## src/rtl/fp16_add_arbiter.sv

```systemverilog
// Round-robin sharing of one fixed-latency FP16 adder among NUM_REQ requesters,
// with a tag return path, per-requester credits and sticky exception flags.
module fp16_add_arbiter #(
  parameter int NUM_REQ = 4,
  parameter int ADD_LAT = 3,
  parameter int MAX_OUT = 4
) (
  input  logic                  clk,
  input  logic                  rst,
  input  logic [NUM_REQ-1:0]    req_valid,
  output logic [NUM_REQ-1:0]    req_ready,
  input  logic [16*NUM_REQ-1:0] req_a,
  input  logic [16*NUM_REQ-1:0] req_b,
  input  logic [NUM_REQ-1:0]    req_sub,
  output logic                  add_valid,
  output logic [15:0]           add_a,
  output logic [15:0]           add_b,
  input  logic [15:0]           add_result,
  input  logic [4:0]            add_flags,
  output logic [NUM_REQ-1:0]    resp_valid,
  output logic [15:0]           resp_data,
  output logic [4:0]            resp_flags,
  output logic [5*NUM_REQ-1:0]  sticky_flags,
  input  logic [NUM_REQ-1:0]    flags_clr,
  output logic                  busy
);
  localparam int TW = $clog2(NUM_REQ);
  localparam int CW = 4;

  logic [TW-1:0]      rr_ptr;
  logic [CW-1:0]      out_cnt [NUM_REQ];
  logic [4:0]         sticky  [NUM_REQ];
  logic [15:0]        a_lane  [NUM_REQ];
  logic [15:0]        b_lane  [NUM_REQ];
  logic [NUM_REQ-1:0] eligible;
  logic               grant_any;
  logic [TW-1:0]      grant_idx;
  logic [TW:0]        search_sum;
  logic [TW-1:0]      search_idx;
  logic [TW-1:0]      issue_tag;
  logic [ADD_LAT-1:0] tag_v;
  logic [TW-1:0]      tag_q [ADD_LAT];

  // Subtraction is folded into the operand lane by flipping B's sign.
  for (genvar i = 0; i < NUM_REQ; i++) begin : g_lane
    assign a_lane[i] = req_a[16*i +: 16];
    assign b_lane[i] = {req_b[16*i+15] ^ req_sub[i], req_b[16*i +: 15]};
    assign sticky_flags[5*i +: 5] = sticky[i];
  end

  always_comb begin
    for (int i = 0; i < NUM_REQ; i++)
      eligible[i] = req_valid[i] && (out_cnt[i] < CW'(MAX_OUT));
  end

  // First eligible requester at or after the pointer, wrapping once.
  always_comb begin
    grant_any  = 1'b0;
    grant_idx  = '0;
    search_sum = '0;
    search_idx = '0;
    req_ready  = '0;
    for (int k = 0; k < NUM_REQ; k++) begin
      search_sum = {1'b0, rr_ptr} + (TW+1)'(k);
      if (search_sum >= (TW+1)'(NUM_REQ))
        search_sum = search_sum - (TW+1)'(NUM_REQ);
      search_idx = search_sum[TW-1:0];
      if (!grant_any && eligible[search_idx]) begin
        grant_any = 1'b1;
        grant_idx = search_idx;
      end
    end
    if (grant_any)
      req_ready[grant_idx] = 1'b1;
  end

  always_ff @(posedge clk) begin
    if (rst) begin
      rr_ptr     <= '0;
      add_valid  <= 1'b0;
      add_a      <= '0;
      add_b      <= '0;
      issue_tag  <= '0;
      tag_v      <= '0;
      resp_valid <= '0;
      resp_data  <= '0;
      resp_flags <= '0;
      for (int k = 0; k < ADD_LAT; k++)
        tag_q[k] <= '0;
    end else begin
      add_valid <= grant_any;
      if (grant_any) begin
        add_a     <= a_lane[grant_idx];
        add_b     <= b_lane[grant_idx];
        issue_tag <= grant_idx;
        rr_ptr    <= (grant_idx == TW'(NUM_REQ-1)) ? '0 : grant_idx + 1'b1;
      end
      // The tag rides alongside the adder so the last stage lines up with add_result.
      tag_v[0] <= add_valid;
      tag_q[0] <= issue_tag;
      for (int k = 1; k < ADD_LAT; k++) begin
        tag_v[k] <= tag_v[k-1];
        tag_q[k] <= tag_q[k-1];
      end
      resp_valid <= '0;
      if (tag_v[ADD_LAT-1]) begin
        resp_valid[tag_q[ADD_LAT-1]] <= 1'b1;
        resp_data                    <= add_result;
        resp_flags                   <= add_flags;
      end
    end
  end

  // A clear coinciding with a response keeps that response's flags.
  always_ff @(posedge clk) begin
    for (int i = 0; i < NUM_REQ; i++) begin
      if (rst) begin
        out_cnt[i] <= '0;
        sticky[i]  <= '0;
      end else begin
        if ((req_valid[i] && req_ready[i]) && !resp_valid[i])
          out_cnt[i] <= out_cnt[i] + 1'b1;
        else if (!(req_valid[i] && req_ready[i]) && resp_valid[i])
          out_cnt[i] <= out_cnt[i] - 1'b1;
        if (resp_valid[i])
          sticky[i] <= (flags_clr[i] ? 5'b0 : sticky[i]) | resp_flags;
        else if (flags_clr[i])
          sticky[i] <= '0;
      end
    end
  end

  always_comb begin
    busy = add_valid || (|tag_v);
    for (int i = 0; i < NUM_REQ; i++)
      if (out_cnt[i] != '0)
        busy = 1'b1;
  end

endmodule

```

## config.mk

```make
export PLATFORM = sky130hd
export DESIGN_NAME = fp16_add_arbiter
export DESIGN_NICKNAME = d
export VERILOG_FILES = /design/src/rtl/fp16_add_arbiter.sv
export SDC_FILE = /design/constraint.sdc
export NUM_CORES = 1
export LEC_CHECK = 0
export ABC_CLOCK_PERIOD_IN_PS = 3800
export CORE_ASPECT_RATIO = 1.1
export CORE_UTILIZATION = 30
export CTS_CLUSTER_SIZE = 8
export DETAILED_ROUTE_END_ITERATION = 8
export GPL_ROUTABILITY_DRIVEN = 1
export GPL_TIMING_DRIVEN = 0
export PLACE_DENSITY = 0.72
export SETUP_SLACK_MARGIN = 0.02
export SYNTH_ARGS = -nofsm -noshare
export SYNTH_HDL_FRONTEND = slang
export SYNTH_SLANG_ARGS = --single-unit
```

## constraint.sdc

```tcl
create_clock -name clk -period 3.8 [get_ports clk]
set_input_delay 0.76 -clock clk [delete_from_list [all_inputs] [get_ports clk]]
set_output_delay 0.76 -clock clk [all_outputs]
set_load 0.005 [all_outputs]
```

Word-level counts from Yosys, hierarchy flattened
Memories as Yosys holds them, arrays and structs flattened.
Index checks and enable logic that the tools add are counted.
- add/sub/neg operators: 16
- multipliers: 0
- divide/modulo/power cells: 0
- order comparisons: 17
- equal/unequal tests: 1
- shifts and indexed selects: 0
- multiplexer cells: 118
- bitwise logic cells: 29
- reduce and logical (&&, ||, !) cells: 39
- operators by type and width (kind ; number):
    $mux W1 ; 73
    $bmux W16 S2 ; 2
    $mux W16 ; 4
    $mux W5 ; 12
    $mux W4 ; 9
    $mux W2 ; 12
    $logic_and A1 B1 Y1 ; 21
    $or A5 B5 Y5 ; 4
    $or A1 B1 Y1 ; 19
    $lt A2 B3 Y1 const B ; 6
    $add A4 B1 Y4 const B ; 4
    $lt A4 B3 Y1 const B ; 4
    $reduce_bool A4 Y1 ; 4
    $sub A4 B1 Y4 const B ; 4
    $ge A3 B3 Y1 const B ; 4
    $logic_not A1 Y1 ; 11
    $bmux W1 S2 ; 4
    $sub A2 B1 Y2 const B ; 4
    $add A2 B2 Y3 const B ; 2
    $demux W1 S2 ; 2
    $ge A2 B1 Y1 const B ; 2
    $xor A1 B1 Y1 ; 4
    $add A2 B1 Y3 const B ; 1
    $ge A2 B3 Y1 const B ; 1
    7 further kinds ; 7
- register bits: 65
- latch bits: 0
- bits in writable memories: 42
- memory bits (read-only): 0
- input port bits: 163
- word-level logic and storage cells: 232
- memories kept: 3
- memory list (name ; depth ; bits a word ; rd ports ; clocked after memory_dff ; write ports ; RTL line ; source):
    sticky ; 4 ; 5 ; 4 ; 0 ; 4 ; 32 ; logic [4:0] sticky [NUM_REQ];
    out_cnt ; 4 ; 4 ; 4 ; 0 ; 4 ; 31 ; logic [CW-1:0] out_cnt [NUM_REQ];
    tag_q ; 3 ; 2 ; 3 ; 0 ; 3 ; 42 ; logic [TW-1:0] tag_q [ADD_LAT];

Longest topological paths before layout
Gate-level depths: netlist of run 1.
An unclocked memory read counts as a cell.
- depth in word-level cells: 28
- mapped depth: 17
- mapped depth without buffers: 14

Worst setup path after synthesis of run 1
No wires, ideal clock.
- path kind: input to register
- start point: input port req_valid[3]
- end point: memory out_cnt[2][3], data pin
- arrival time: 3.494 ns
- path slack: 0.040 ns
- cell stages on the path: 16
- cell sequence: nor3b_4 > a21oi_2 > or3_1 > buf_6 > buf_12 > buf_12 > ha_1 > and2_1 > a21o_1 > inv_1 > ha_1 > a21o_1 > a21oi_1 > xnor2_1 > mux2i_1 > nor2_1
- RTL lines (item ; RTL line ; source):
    from (decl) ; 10 ; input logic [NUM_REQ-1:0] req_valid,
    to (decl) ; 31 ;

Worst setup path after layout of run 1
- start point: input port req_valid[1]
- end point: output port req_ready[1]
- longest elaborated chain between the ends: 18
- elaborated cells between the ends (all ways): 29
- classes of those cells: order compare: 2; mux: 19; reduce/logical: 8
- RTL lines (item ; RTL line ; source):
    $logic_and A1 B1 Y1 (*) ; 53 ; eligible[i] = req_valid[i] && (out_cnt[i] < CW'(MAX_OUT));
    $bmux W1 S2 ; 68 ; if (!grant_any && eligible[search_idx]) begin
    $mux W1 (not written as such) ; 68 ;
    $mux W1 ; 68 ;
    $logic_not A1 Y1 ; 68 ;
    $logic_and A1 B1 Y1 ; 68 ;
    $mux W1 ; 68 ;
    $logic_not A1 Y1 ; 68 ;
    (+3 left out) ; -- ;
    $logic_and A1 B1 Y1 ; 68 ;
    $mux W2 (*) ; 68 ;
    named net grant_idx[0] ; 37 ; logic [TW-1:0] grant_idx;
    $lt A2 B3 Y1 (not written as such) or $ge A2 B1 Y1 (tied branches) ; 74 ; req_ready[grant_idx] = 1'b1;
    $logic_and A1 B1 Y1 (not written as such) ; 74 ;
    $mux W1 (not written as such) ; 74 ;
    $demux W1 S2 (*) ; 74 ;
    $mux W4 (*) ; 73 ; if (grant_any)
    to (decl) ; 11 ; output logic [NUM_REQ-1:0] req_ready,
Mark *: on every way through the listed nets, which the timed path passes. The rest lies on a longest branch. The select of a mux whose other input is x is not followed.

==> impl_metrics.toml, run 1 <==
[sta]
worst_pin_slew_ns = 0.9210
final_period_minus_worst_setup_slack_ns = 3.684
clock_skew_ns = 0.01036
timing.hold.ws_ns = 0.4321
rsz_0062_raised_after_global_routing = "yes"
finalMaxSlewViolations = 0
maximum_achievable_frequency_ghz = 0.2714
final-setup-viol-count = 0
final_hold_viol_count = 0
post-route-period-util_pct = 96.95
tightest_slew_margin_relative_to_the_limit_pct = 38.04

[cells_and_area]
area.growth.synth_to_final_pct = 53.78
seqCellArea_um2 = 2502
layout.cell_area.non_filler_um2 = 9374
nets = 1021
fillCellCount = 1900
multi_input_comb_area_um2 = 3326
layout-drive-gt1-share_pct = 14.17
layoutNonFillerInstCount = 1099
ant_diodes = 0
final_util_pct = 47.19

[cts]
worst_setup_hold_path_clk_slew_ns = 0.09
tritoncts = "built"
cts-root-buf = "clkbuf_16"
clock_tree.htree_level_count = 3
insertion_delay_ns = 0.36
cts_made_buffers = 9
cts_max_path_buffers = 2
cts.sinks = 107
cts-hold-fix-buffers = 0

[logic_synthesis]
synthTopCellsByArea = "dfxtp_1 (23%), edfxtp_1 (18%), a211oi_2 (10%), mux2i_1 (8.9%), nor4b_1 (4.9%)"
mappedNetlistArea_um2 = 6096
synth_top_cell_area_share_pct = 23.32
synth_top_cells_by_count = "dfxtp_1 (71), nor2_1 (56), mux2i_1 (54)"
cell_with_the_most_instances_after_synthesis = "dfxtp_1"
ys_async_sr_fraction_pct = 0
post_synth.cell_area_avg_um2 = 10.60
synth-warning-count = 0
edff_count_synth = 36
netlist-cell-type-count = 62
synth_sequential_area_ratio_pct = 41.05
netlist.top_cell.by_area = "dfxtp_1"
synth_net_count = 754
synth-main-ff-cell = "dfxtp_1"
netlist_instances = 575
synth-seq-cells = 107

[place]
dpl-instance-area_um2 = 8864
buffer_ports.inserted = 245
placed_cells_incl_taps = 1072
dp.final_hpwl_um = 14800
place.gp.congestion = 0.8028

[global_routing]
grt_antenna_before_repair = 0
grt_max_degree = 23
global_route_wire_length_before_repair_um = 29340
first_global_vias = 5341
gr-total-overflow = 0
grt_usage_pct = 18.65

[setup_path]
slowest_delay_ns = 0.38
cp.required_ns = 3.04
r2r_end = "out_cnt[2][3]$_SDFFCE_PN0P_"
timing.critical_path.to = "req_ready[1]"
critical_path.most_common_cell = "buf_12"
path_class = "input port to primary output"
worst-r2r-cell-count = 16
timing.reg2reg.setup_slack_ns = 0.17
crit_chain = "clkdlybuf4s15_2 > nor3b_4 > buf_12 > nor3_4 > or3_1 > buf_6 > buf_12 > inv_2 > ha_2 > and2_1 > dlygate4sd2_1"
path_max_fanout = 10
startpoint_type = "input port"
regToRegStartpoint = "out_cnt[1][2]$_DFFE_PP_"
cp_data_arrival_time_ns = 2.92
critPathLaunch = "req_valid[1]"
critical_path.slowest_cell = "or3_1"
cp-end-kind = "primary output"

[pwr]
vdd_ir_max_uv = 214.8
power.density_cell_area_nw_per_um2 = 372.0
total_power_mw = 3.487
power.static_leakage_nw = 3.468

[floorplan]
initial_core_util_pct = 30.69
top_level_ports = 246
die-area_um2 = 20890
die_height_um = 151.5
die_x_um = 137.9
placement_rows = 54
core_um2 = 19860

[drt]
avgRoutedWirePerCell_um = 17.69
drt.antenna.violating_nets = 0
drt-total-wl_um = 19440
drt_first_pass_iters = 7
vias_post_dr = 5534
initialDrtViolationCount = 297
detail_route.vias_per_cell = 5.035
remaining_drc_errors = 0

[run]
drv_cap = 0

[worst_hold_path]
holdCritPathClass = "flop to flop"

[status]
outcome = "complete, no violations"
[worst min path at each step]
| stage | start | endpoint | cells past startpoint |
|---|---|---|---|
| after floorplan | tag_q[0][0]$_SDFF_PP0_ | tag_q[0][2]$_SDFF_PP0_ | 1 |
| after global placement | tag_q[0][0]$_SDFF_PP0_ | tag_q[0][2]$_SDFF_PP0_ | 1 |
| after detailed placement | tag_q[0][3]$_SDFF_PP0_ | tag_q[0][5]$_SDFF_PP0_ | 1 |
| after CTS | tag_q[0][3]$_SDFF_PP0_ | tag_q[0][5]$_SDFF_PP0_ | 1 |
| after global routing | tag_q[0][3]$_SDFF_PP0_ | tag_q[0][5]$_SDFF_PP0_ | 1 |
| final | tag_q[0][3]$_SDFF_PP0_ | tag_q[0][5]$_SDFF_PP0_ | 1 |
[cells by family after synthesis]
group / Yosys count / synth area share, %
multiplexers: 56 / 9.236
buffers and inverters: 64 / 5.686
XOR/XNOR: 6 / 0.8621
adder cells (fa/ha/maj): 16 / 3.407
AND/OR/NAND/NOR: 166 / 16.93
flip-flops: 107 / 41.05
AO/OA/AOI/OAI: 160 / 22.82
[layout by cell type (no fill, tap or decap), types with 13 or more instances in the layout]
master / n
clkdlybuf4s50_1: 237
dfxtp_1: 71
nor2_1: 56
mux2i_1: 54
a211oi_2: 50
edfxtp_1: 36
nor4b_1: 34
o21bai_1: 34
a21oi_1: 30
clkbuf_1: 26
inv_1: 19
buf_4: 13
[metal layers]
layer | share of wire, % | track usage, % | vias to the layer above
li1 | - | - | 2712
met3 | 6.3 | 4.591 | 22
met5 | 0 | 0 | -
met1 | 41 | 22.98 | 2624
met2 | 51 | 31.47 | 176
met4 | 2.1 | 6.359 | 0
[worst max-delay path: cells and delay by family]
kind | cells | cell delay [ns]
adder cells (fa/ha/maj) | 1 | 0.21
buffers and inverters | 6 | 1.03
AND/OR/NAND/NOR | 4 | 0.93
[repair_timing]
| action | in CTS | in global routing |
|---|---|---|
| buffers inserted | 8 | 4 |
| pin swaps | 2 | 7 |
| cloned | 1 | 0 |
| gates resized for setup | 28 | 9 |
| setup endpoints to repair | 16 | 2 |
[per-stage QoR]
step / setup WS, ns / setup TNS [ns]
after detailed placement: -1.039 / -13.80
after floorplan: 0.04029 / 0
final: 0.1159 / 0
after global routing: 0.006181 / 0
after global placement: -1.021 / -13.54
after CTS: 0.03149 / 0
[cell type report]
cell class / count / area share (%)
timing repair buffer: 258 / 27.48
multi-input combinational: 404 / 35.48
buffer: 41 / 2.790
clock inverter: 7 / 0.9477
sequential: 107 / 26.70
clock buffer: 9 / 2.403
tap: 252 / 3.364
inverter: 21 / 0.8409
[registers in the layout, indices dropped and copies added (netlist names)]
register and count:
add_a 16, out_cnt 16, issue_tag 2, resp_valid 4
tag_v 3, rr_ptr 2, resp_flags 5, resp_data 16
sticky 20, tag_q 6, add_valid 1, add_b 16
[where the power goes]
part	switching [mW]	internal, mW
Combinational	0.533	0.600
Clock	0.506	0.479
Sequential	0.0782	1.29
(Power assumes the default switching activity.)
==> run 2: changes to the inputs <==
Settings changed: ABC_AREA from default to 1, GPL_ROUTABILITY_DRIVEN 1 to default, PLACE_DENSITY 0.72 to 0.71.
==> run 2 against run 1 <==
  * Register-to-register slack improved by 0.27 ns
  * Worst setup slack better by 0.029 ns
  * Synthesized area up 8.8%
  * Flip-flop and latch count unchanged
  * Final cell count grew 40%
  * Combinational power grew to 4.2 times the previous value
  * First-iteration DRC count grew 19%
  * Hold slack got worse by 0.031 ns
  * Clock power fell by 4.9%
==> impl_metrics.toml, run 2 <==
[sta]
final-setup-viol-count = 0
finalMaxSlewViolations = 0
final_hold_viol_count = 0
tightest_slew_margin_relative_to_the_limit_pct = 55.32
post_route_setup_tns_ns = 0
postLayoutSetupSlackWorst_ns = 0.1444
worst_pin_slew_ns = 0.6702
clock_skew_ns = 0.01084
timing.hold.ws_ns = 0.4011
rsz_0062_raised_after_global_routing = "no"
post-route-period-util_pct = 96.20
final_period_minus_worst_setup_slack_ns = 3.656
maximum_achievable_frequency_ghz = 0.2736

[logic_synthesis]
netlist.top_cell.by_area = "dfxtp_1"
ys_async_sr_fraction_pct = 0
multiplexer_share_of_the_synthesized_area_pct = 0
synth_compound_area_share_pct = 4.886
synth-warning-count = 0
synth_top_cell_area_share_pct = 21.43
post_synth.cell_area_avg_um2 = 6.782
synth_area_in_adders_pct = 3.131
netlist_instances = 978
netlist-cell-type-count = 33
synth-seq-cells = 107
synth_top_cells_by_count = "inv_1 (201), nor2_1 (151), nand2_1 (143)"
mappedNetlistArea_um2 = 6633
synthTopCellsByArea = "dfxtp_1 (21%), edfxtp_1 (16%), inv_1 (11%), nand3_1 (9.9%), nor2_1 (8.5%)"
synth_top_family_by_area = "simple AND/OR/NAND/NOR gates"
synth_sequential_area_ratio_pct = 37.73
synth_simple_gate_area_share_pct = 35.33
synth_net_count = 1157
edff_count_synth = 36
synth-main-ff-cell = "dfxtp_1"
cell_with_the_most_instances_after_synthesis = "inv_1"
area_share_of_xor_xnor_cells_in_the_synthesized_design_pct = 2.377

[pwr]
power.internal_mw = 3.906
clkPwrFrac_pct = 12.7
power.static_leakage_nw = 4.762
share_seq_of_total_power_pct = 22.5
total_switching_power_mw = 3.433
vdd_ir_max_uv = 461.7
switching_portion_of_total_power_pct = 46.78
combinationalPowerShare_pct = 64.7
power.density_cell_area_nw_per_um2 = 739.3

[floorplan]
die-area_um2 = 22710
die_x_um = 143.8
placement_rows = 56
core_um2 = 21510
top_level_ports = 246
die_height_um = 157.9
initial_core_util_pct = 30.83

[setup_path]
cp.required_ns = 3.04
path_max_fanout = 7
path_class = "input port to primary output"
cp_data_arrival_time_ns = 2.90
startpoint_type = "input port"
cp-end-kind = "primary output"
timing.reg2reg.setup_slack_ns = 0.44

[drt]
detail_route.vias_per_cell = 4.654
drt.antenna.violating_nets = 0
remaining_drc_errors = 0
drt-total-wl_um = 21730
vias_post_dr = 7186
avgRoutedWirePerCell_um = 14.07
initialDrtViolationCount = 353
drt_first_pass_iters = 4

[place]
place.gp.congestion = 0.9618
buffer_ports.inserted = 244
dp_worst_setup_slack_ns = -0.5500
dp.final_hpwl_um = 17180
dpl-instance-area_um2 = 9438

[cells_and_area]
seqCellArea_um2 = 2502
mostFrequentLayoutCells = "clkdlybuf4s50_1 (238), inv_1 (200), nor2_1 (147), nand2_1 (139), nand3_1 (124)"
layout-drive-gt1-share_pct = 8.619
multi_input_comb_area_um2 = 3108
largest_register_ffs = 20
nets = 1427
layout.cell_area.non_filler_um2 = 9928
fillCellCount = 2193
area.growth.synth_to_final_pct = 49.69
largest-register = "sticky"
layout_commonest_cell = "clkdlybuf4s50_1"

[global_routing]
global_route_wire_length_before_repair_um = 33380
grt_usage_pct = 19.12
grt_antenna_before_repair = 1
first_global_vias = 6718
gr-total-overflow = 0
grt_max_degree = 21

[worst_hold_path]
holdCritPathClass = "flop to flop"

[cts]
cts.sinks = 107
clock_tree.htree_level_count = 3
worst_setup_hold_path_clk_slew_ns = 0.08
tritoncts = "built"
cts_made_buffers = 9
cts-root-buf = "clkbuf_16"
cts_max_path_buffers = 2
insertion_delay_ns = 0.36

[run]
drv_cap = 0

[status]
outcome = "complete, no violations"
-- run 2: path summary, 6_finish.rpt --
check | from | endpoint | cells after the start
max | req_valid[3] | req_ready[3] | 14
min | tag_q[0][3]$_SDFF_PP0_ | tag_q[0][5]$_SDFF_PP0_ | 2
max reg2reg | rr_ptr[0]$_SDFFE_PP0N_ | out_cnt[2][3]$_SDFFCE_PN0P_ | 25
min reg2reg | tag_q[0][3]$_SDFF_PP0_ | tag_q[0][5]$_SDFF_PP0_ | 2
-- run 2: cells by family after synthesis --
kind of cell | count (synthesis)
adders and majority gates | 16
xor gates and xnor gates | 18
buffers and inverters | 262
DFF | 107
AOI/OAI and AO/OA | 61
and+or+nand+nor | 514
-- run 2: cell type report --
type,instances,area share (%)
flip-flops and latches,107,25.20
multi-input cells,609,31.30
clock buffers,9,2.268
well taps,290,3.655
diodes,1,0.02520
repair buffers,259,25.65
inverters,206,7.813
plain buffers,56,3.415
clock inverters,7,0.6679
-- run 2: worst max-delay path, stage by stage --
cell,delay (ns)
clkdlybuf4s15_1,0.25
nand3_2,0.14
nand3_1,0.09
nand2_2,0.15
and2_4,0.18
nand2_2,0.06
nor2_4,0.12
inv_2,0.06
nand2_4,0.11
buf_8,0.12
ha_1,0.13
inv_1,0.06
nor2_4,0.14
clkdlybuf4s50_1,0.52
-- run 2: timing repair --
| action | in CTS | in global routing |
|---|---|---|
| buffers inserted | 2 | 13 |
| pin swaps | 3 | 2 |
| hold buffers | 0 | 0 |
| resized for setup | 18 | 17 |
| setup endpoints to repair | 5 | 3 |
-- run 2: power groups by stage --
stage          logic, mW  registers (mW)  clock network (mW)
3_3_place_gp        4.48            1.67                   0
5_1_grt             5.30            1.68                1.01
6_report            4.75            1.65               0.936
3_5_place_dp        4.53            1.68                   0
4_1_cts             4.65            1.66               0.963
2_1_floorplan       2.99            1.65                   0
-- run 2: metrics by stage --
stage	cells	util (%)	power (mW)
after global placement	1512	43.88	6.156
after CTS	1530	45.47	7.271
after global routing	1544	46.16	7.995
final	1544	46.16	7.340
after floorplan	978	-	4.642
after detailed placement	1512	43.88	6.210
-- run 2: routing by layer --
layer	vias up	track usage (%)	share of wire [%]
met5	-	0	0
met4	0	8.207	2.5
met1	3205	22.37	41
met2	313	33.22	48
li1	3633	-	-
met3	35	4.446	8.6
